`config.mk`:
```
export PLATFORM = sky130hd
export DESIGN_NAME = if_stage
export DESIGN_NICKNAME = d
export VERILOG_FILES = /design/src/rtl/if_stage.sv
export SDC_FILE = /design/constraint.sdc
export NUM_CORES = 1
export LEC_CHECK = 0
export CORE_AREA = 3 3 139 141
export CTS_CLUSTER_SIZE = 8
export DETAILED_ROUTE_END_ITERATION = 8
export DIE_AREA = 0 0 142 144
export PLACE_DENSITY = 0.76
export SLEW_MARGIN = 25
export SYNTH_ARGS = -nofsm -noshare
export SYNTH_HDL_FRONTEND = slang
export SYNTH_SLANG_ARGS = --single-unit
```
`constraint.sdc`:
```
create_clock -name clk -period 5.6 [get_ports clk]
set_input_delay 0.56 -clock clk [delete_from_list [all_inputs] [get_ports clk]]
set_output_delay 0.56 -clock clk [all_outputs]
set_load 0.1 [all_outputs]
```
`src/rtl/if_stage.sv`:
```
// Instruction-fetch stage: owns the fetch PC, issues word reads over a valid/ready
// handshake and fills the IF/ID register, keeping MIPS branch-delay-slot order.
module if_stage #(
    parameter logic [31:0] RESET_PC = 32'h0000_3000
) (
    input  logic        clk,
    input  logic        rst,
    output logic        imem_req_valid,
    output logic [31:0] imem_req_addr,
    input  logic        imem_req_ready,
    input  logic        imem_rsp_valid,
    input  logic [31:0] imem_rsp_data,
    input  logic        stall,
    input  logic        redirect_valid,
    input  logic [31:0] redirect_pc,
    output logic        id_valid,
    output logic [31:0] id_pc,
    output logic [31:0] id_instr
);

    logic [31:0] pc;          // next address to issue
    logic [31:0] req_pc;      // address of the outstanding / buffered fetch
    logic [31:0] rbuf;
    logic [31:0] pend_pc;
    logic        outst;
    logic        rbuf_valid;
    logic        pend;

    logic        rbuf_valid_nxt;
    logic        redirect_take;
    logic        slot_issued;
    logic        accept;

    // NOTE: every always_comb output is assigned on every path, so no latch is inferred.
    always_comb begin
        rbuf_valid_nxt = stall && (rbuf_valid || imem_rsp_valid);
        redirect_take  = redirect_valid && id_valid && !stall;
        slot_issued    = (pc == id_pc + 32'd8);
        // When the delay slot is already in flight, the sequential successor sitting
        // in pc must never be requested: hold the request for the redirect cycle.
        imem_req_valid = !rst && (!outst || imem_rsp_valid) && !rbuf_valid_nxt
                         && !(redirect_take && slot_issued);
        accept         = imem_req_valid && imem_req_ready;
    end

    assign imem_req_addr = pc;

    // NOTE: sequential state uses non-blocking assignments so every register sees pre-edge values.
    always_ff @(posedge clk) begin
        if (rst) begin
            pc         <= RESET_PC;
            outst      <= 1'b0;
            rbuf_valid <= 1'b0;
            pend       <= 1'b0;
            id_valid   <= 1'b0;
            id_pc      <= 32'd0;
            id_instr   <= 32'd0;
        end else begin
            rbuf_valid <= rbuf_valid_nxt;

            if (accept) begin
                outst <= 1'b1;
                if (pend) begin
                    pc   <= pend_pc;
                    pend <= 1'b0;
                end else if (redirect_take && !slot_issued) begin
                    // Delay slot accepted in the same cycle the branch resolves.
                    pc <= redirect_pc;
                end else begin
                    pc <= pc + 32'd4;
                end
            end else begin
                if (imem_rsp_valid) begin
                    outst <= 1'b0;
                end
                if (redirect_take && slot_issued) begin
                    pc <= redirect_pc;
                end else if (redirect_take) begin
                    pend <= 1'b1;
                end
            end

            if (!stall) begin
                if (rbuf_valid) begin
                    id_valid <= 1'b1;
                    id_pc    <= req_pc;
                    id_instr <= rbuf;
                end else if (imem_rsp_valid) begin
                    id_valid <= 1'b1;
                    id_pc    <= req_pc;
                    id_instr <= imem_rsp_data;
                end else begin
                    id_valid <= 1'b0;
                end
            end
        end
    end

    // NOTE: payload registers carry no reset; the flags above gate every use of them.
    always_ff @(posedge clk) begin
        if (accept) begin
            req_pc <= pc;
        end
        if (stall && imem_rsp_valid) begin
            rbuf <= imem_rsp_data;
        end
        if (redirect_take && !slot_issued && !accept) begin
            pend_pc <= redirect_pc;
        end
    end

endmodule

```
**Yosys cells after proc, flatten, opt, wreduce, memory -nomap -nowiden**

Cells that the tools add are included.

- Register bits after elaboration: 196
- Bits of input ports: 70
- Output and inout port bits: 98
- Logic and storage cells: 53

- Add/sub/neg operators: 2
- Equal/unequal tests: 1
- Muxes and demuxes: 12
- Bitwise operators: 2
- Reduce and logical (&&, ||, !) cells: 26

Operator list:

| operator | number |
|---|---|
| $mux 32 | 8 |
| $add 32x3->32 const B | 1 |
| $add 32x4->32 const B | 1 |
| $eq 32x32->1 | 1 |
| $logic_and 1x1->1 | 11 |
| $logic_not 1->1 | 7 |
| $reduce_bool 2->1 | 3 |
| $mux 1 | 4 |
| $reduce_and 2->1 | 2 |
| $logic_or 1x1->1 | 2 |
| $not 1->1 | 2 |
| $reduce_or 2->1 | 1 |

**Depth between registers and ports, before layout**

- Depth after elaboration: 8
- Gate-level depth with buffers: 14
- Gate-level depth less buffers: 10

**Worst setup path after synthesis**

Ideal clock, no wire load.

- Kind: flip-flop to flip-flop
- Start: reg id_pc[6]
- End: reg pend_pc[0], enable pin
- Library setup time: 0.463 ns
- Data arrival time: 5.131 ns
- Setup slack: 0.006 ns
- Stages on the path, launching flop included: 11
- Buffers on the path: 3
- Clock period less this slack: 5.594 ns
- Path through: dfxtp_1 > buf_4 > nand4_2 > or4_1 > buf_2 > nor4_1 > a21oi_1 > nand4_1 > clkbuf_1 > nor2_1 > nor3_1

- Cells in the longest elaborated chain, start to end: 8
- Elaborated cells between the ends (all ways): 10
- Classes of those cells: add/sub: 1; eq/ne: 1; reduce/logical: 8

RTL lines:

| item | RTL line | RTL |
|---|---|---|
| start: declaration | 17 | `output logic [31:0] id_pc,` |
| start signal: assignment | 86 | `id_pc <= req_pc;` |
| start signal: assignment | 90 | `id_pc <= req_pc;` |
| $add 32x4->32 (*) | 38 | `slot_issued = (pc == id_pc + 32'd8);` |
| $eq 32x32->1 (*) | 38 |  |
| $logic_and 1x1->1 | 42 | `&& !(redirect_take && slot_issued);` |
| $logic_not 1->1 | 42 |  |
| $logic_and 1x1->1 | 42 |  |
| $logic_and 1x1->1 | 43 | `accept = imem_req_valid && imem_req_ready;` |
| $logic_not 1->1 | 107 | `if (redirect_take && !slot_issued && !accept) begin` |
| $logic_and 1x1->1 (*) | 107 |  |
| end signal: assignment | 108 | `pend_pc <= redirect_pc;` |
| end: declaration | 24 | `logic [31:0] pend_pc;` |

Mark *: on every way between the ends. The rest lies on a longest branch, timed or not.
A chain may end at the register's enable or synchronous reset.

**Worst setup path in the final report**

- Start: reg id_pc[6]
- End: out imem_req_valid

- Cells in the longest elaborated chain, start to end: 5

RTL lines:

| item | RTL line | RTL |
|---|---|---|
| $add 32x4->32 | 38 |  |
| $eq 32x32->1 | 38 |  |
| $logic_and 1x1->1 | 42 |  |
| $logic_not 1->1 | 42 |  |
| $logic_and 1x1->1 | 42 |  |
| end: declaration | 8 | `output logic imem_req_valid,` |

Every way passes these cells.

==> metrics.md <==
| Metric | Value |
|---|---|
| Outcome | `finished clean` |
| Worst-Margin Slew | `1.06 ns` |
| IO Count | `168` |
| CTS Buf Count | `17` |
| Final worst-path cycle share | `81.5%` |
| # rows | `49` |
| Critical path's slowest cell | `or4_1` |
| End of the worst register-to-register path | `imem_req_addr[24]` |
| RePlAce Congestion | `0.943` |
| Comb pwr share | `16.6%` |
| CP top delay family | `simple AND/OR/NAND/NOR gates` |
| Post-Route WL | `25500 um` |
| Starting Density | `49.7%` |
| EDFF count, synth | `96` |
| Final ANT Viol Nets | `0` |
| Sw Pwr | `1.07 mW` |
| Final Power | `3.49 mW` |
| Worst skew pair latency | `0.44 ns` |
| Register area share after synthesis | `54.3%` |
| DRT Pass-1 Iters | `6` |
| P_leak | `3.82 nW` |
| Max Clock Freq | `219 MHz` |
| Setup crit end | `imem_req_valid` |
| Post-cts resize count | `0` |
| FFs w/ async S/R, synth | `0%` |
| DR WL/cell | `20.1 um` |
| Clock slew at reported path FFs | `0.08 ns` |
| Hold_buf cts | `0` |
| Yosys top cell by area | `edfxtp_1` |
| Pre-CTS setup slack | `1.30 ns` |
| CP Buf/Inv Count | `1` |
| Synth Instances | `887` |
| Core area | `0.0181 sq mm` |
| Starting DRT DRC Count | `671` |
| PortBufs | `167` |
| P per Cell Area | `305 mW/mm^2` |
| First-pass GRT wire length | `39500 um` |
| Final setup vio count | `0` |
| Initial antenna violation count | `0` |
| R2R setup slack | `1.22 ns` |
| CP Class | `flip-flop to output pin` |
| Sw Share | `30.5%` |
| Max VDD drop | `0.285 mV` |
| Ys flop type | `dfxtp_1` |
| CP endpoint kind | `output pin` |
| Mean Syn Cell Area | `10.1 sq um` |
| Sequential Power Share | `46.6%` |
| Crit path depth | `9` |
| Post-CTS Setup Bufs | `0` |
| Commonest cells after routing, fill and taps aside | `clkdlybuf4s50_1, nand2_1, dfxtp_1, edfxtp_1, nor2_1` |
| Post-layout min period | `4.56 ns` |
| FF-to-FF path depth | `9` |
| CP startpoint | `id_pc[6]` |
| Clock Skew | `0.00982 ns` |
| Share of cells above drive strength 1 | `6.26%` |
| MaxCap Viol Count | `0` |
| Clock power frac | `36.8%` |
| Post-synthesis register bit count | `196` |
| Rel. slew slack | `29.6%` |
| Final net count | `1097` |
| Slowest stage delay, CP | `0.72 ns` |
| Synth top area cells | `edfxtp_1, dfxtp_1, nand2_1, mux2i_1, a211oi_1` |
| Area fraction of the dominant cell type after synthesis | `32.1%` |
| Clock buffer depth | `2` |
| Yosys cell types | `67` |
| DP Wirelength | `17900 um` |
| H-tree Lvls | `4` |
| Root Buffer | `clkbuf_16` |
| Critical Path Start Type | `flip-flop` |
| DIE HEIGHT | `144 um` |
| Vias/cell | `6.06` |
| Fin. max-slew vios | `0` |
| Total track usage | `24.7%` |
| Min-Delay Path Depth | `1` |
| Area delta synth->final | `27.3%` |
| Die area | `0.0204 sq mm` |
| WP data arrival | `4.00 ns` |
| Final worst slack | `1.04 ns` |
| RSZ-0062 raised after global routing | `false` |
| GRT overflow | `0` |
| Final Hold Viols | `0` |
| Critical path, cell by cell | `nand4_2 -> or4_1 -> or3_1 -> a21oi_1 -> o21ai_1 -> or4_1 -> nor3_1 -> nor2_1 -> buf_4` |
| Mapped Nets | `959` |
| Worst Path Required | `5.04 ns` |
| Die Wd | `142 um` |
| Drc violations | `0` |
| Diode count | `0` |
| Via count | `7675` |
| Internal power | `2.43 mW` |
| CP Max Fanout | `10` |
| RR Startpoint | `id_pc[6]` |
| Yosys Warn Count | `0` |
| Hold Crit Class | `flip-flop to flip-flop` |
| Largest net degree at the start of global routing | `74` |
| Most used cell, CP | `or4_1` |
| Vias in the first global route | `7176` |
| Sink Count | `196` |
| Area of the mapped netlist | `0.00899 sq mm` |
| Commonest non-fill, non-tap cell in the layout | `clkdlybuf4s50_1` |
| CTS tree | `built` |
| Sum Neg Setup Slack | `0 ns` |
-- worst reg2reg max path, cell delays in order (launching register included) --
cell	delay (ns)
dfxtp_1	0.54
nand4_2	0.31
or4_1	0.71
or3_1	0.39
a21oi_1	0.20
o211ai_1	0.12
or3_1	0.48
or3_1	0.49
a21oi_2	0.79
a221o_1	0.29
-- cells by family (layout without fill, tap and decap cells) --
| family | after synthesis | after routing | synth area share, % |
|---|---|---|---|
| AO/OA/AOI/OAI | 203 | 203 | 15.5 |
| buffers and inverters | 68 | 219 | 3.05 |
| flip-flops | 196 | 196 | 54.3 |
| XOR/XNOR | 52 | 52 | 5.07 |
| adder cells (fa/ha/maj) | 2 | 2 | 0.278 |
| AND/OR/NAND/NOR | 331 | 331 | 17.8 |
| multiplexers | 35 | 35 | 3.91 |
-- registers in the layout, summed over array words and instances, names as in the netlist --
register	cells
req_pc	32
imem_req_addr	32
pend	1
id_instr	32
pend_pc	32
id_valid	1
rbuf_valid	1
rbuf	32
outst	1
id_pc	32
-- power groups by stage --
stage	clock [mW]	combinational [mW]	sequential (mW)
3_3_place_gp	0	0.576	1.66
4_1_cts	1.30	0.582	1.63
2_1_floorplan	0	0.166	1.88
6_report	1.28	0.581	1.63
3_5_place_dp	0	0.580	1.66
5_1_grt	1.36	0.609	1.64
-- per-layer routing --
layer	track usage [%]	share of wire [%]	vias up
li1	-	-	3596
met1	34.8	44	3689
met2	37.5	45	347
met3	6.75	9.3	43
met4	7.27	1.9	0
met5	0	0	-
-- synth_stat cells, types with 8 or more instances --
master    count
nor2_1       69
xnor2_1      34
nand4_1      16
nor4_1       12
mux2i_1      34
edfxtp_1     96
dfxtp_1     100
a311oi_1      8
and3_1       18
a211oi_1     41
a21oi_1      54
clkbuf_1     48
nor3_1       16
nand3_1      43
a31oi_1      11
o21ai_0      24
xor2_1       18
a221o_1      15
nand2_1     113
-- final cells by class --
class | count | area, sq um
flip-flops and latches | 196 | 4890
clock buffers | 17 | 425
clock inverters | 15 | 211
well taps | 229 | 287
repair buffers | 181 | 1770
fillers | 1452 | 6640
inverters | 6 | 22.5
multi-input cells | 623 | 3850
-- metrics by stage --
step / util, % / area, sq um / hold WS [ns] / instances
after floorplan: - / 8990 / 0.435 / 887
after global placement: 59.8 / 10800 / 0.444 / 1235
after detailed placement: 59.8 / 10800 / 0.456 / 1235
after CTS: 63.3 / 11400 / 0.474 / 1267
after global routing: 63.3 / 11400 / 0.486 / 1267
final: 63.3 / 11400 / 0.480 / 1267
-- worst min path at each step --
stage | start | slack, ns | endpoint
after floorplan | pend_pc[10] | 0.44 | imem_req_addr[10]
after global placement | pend_pc[18] | 0.44 | imem_req_addr[18]
after detailed placement | pend_pc[18] | 0.46 | imem_req_addr[18]
after CTS | pend_pc[18] | 0.47 | imem_req_addr[18]
after global routing | pend_pc[2] | 0.49 | imem_req_addr[2]
final | pend_pc[23] | 0.48 | imem_req_addr[23]
No activity file was read; power rests on OpenSTA's default activity.
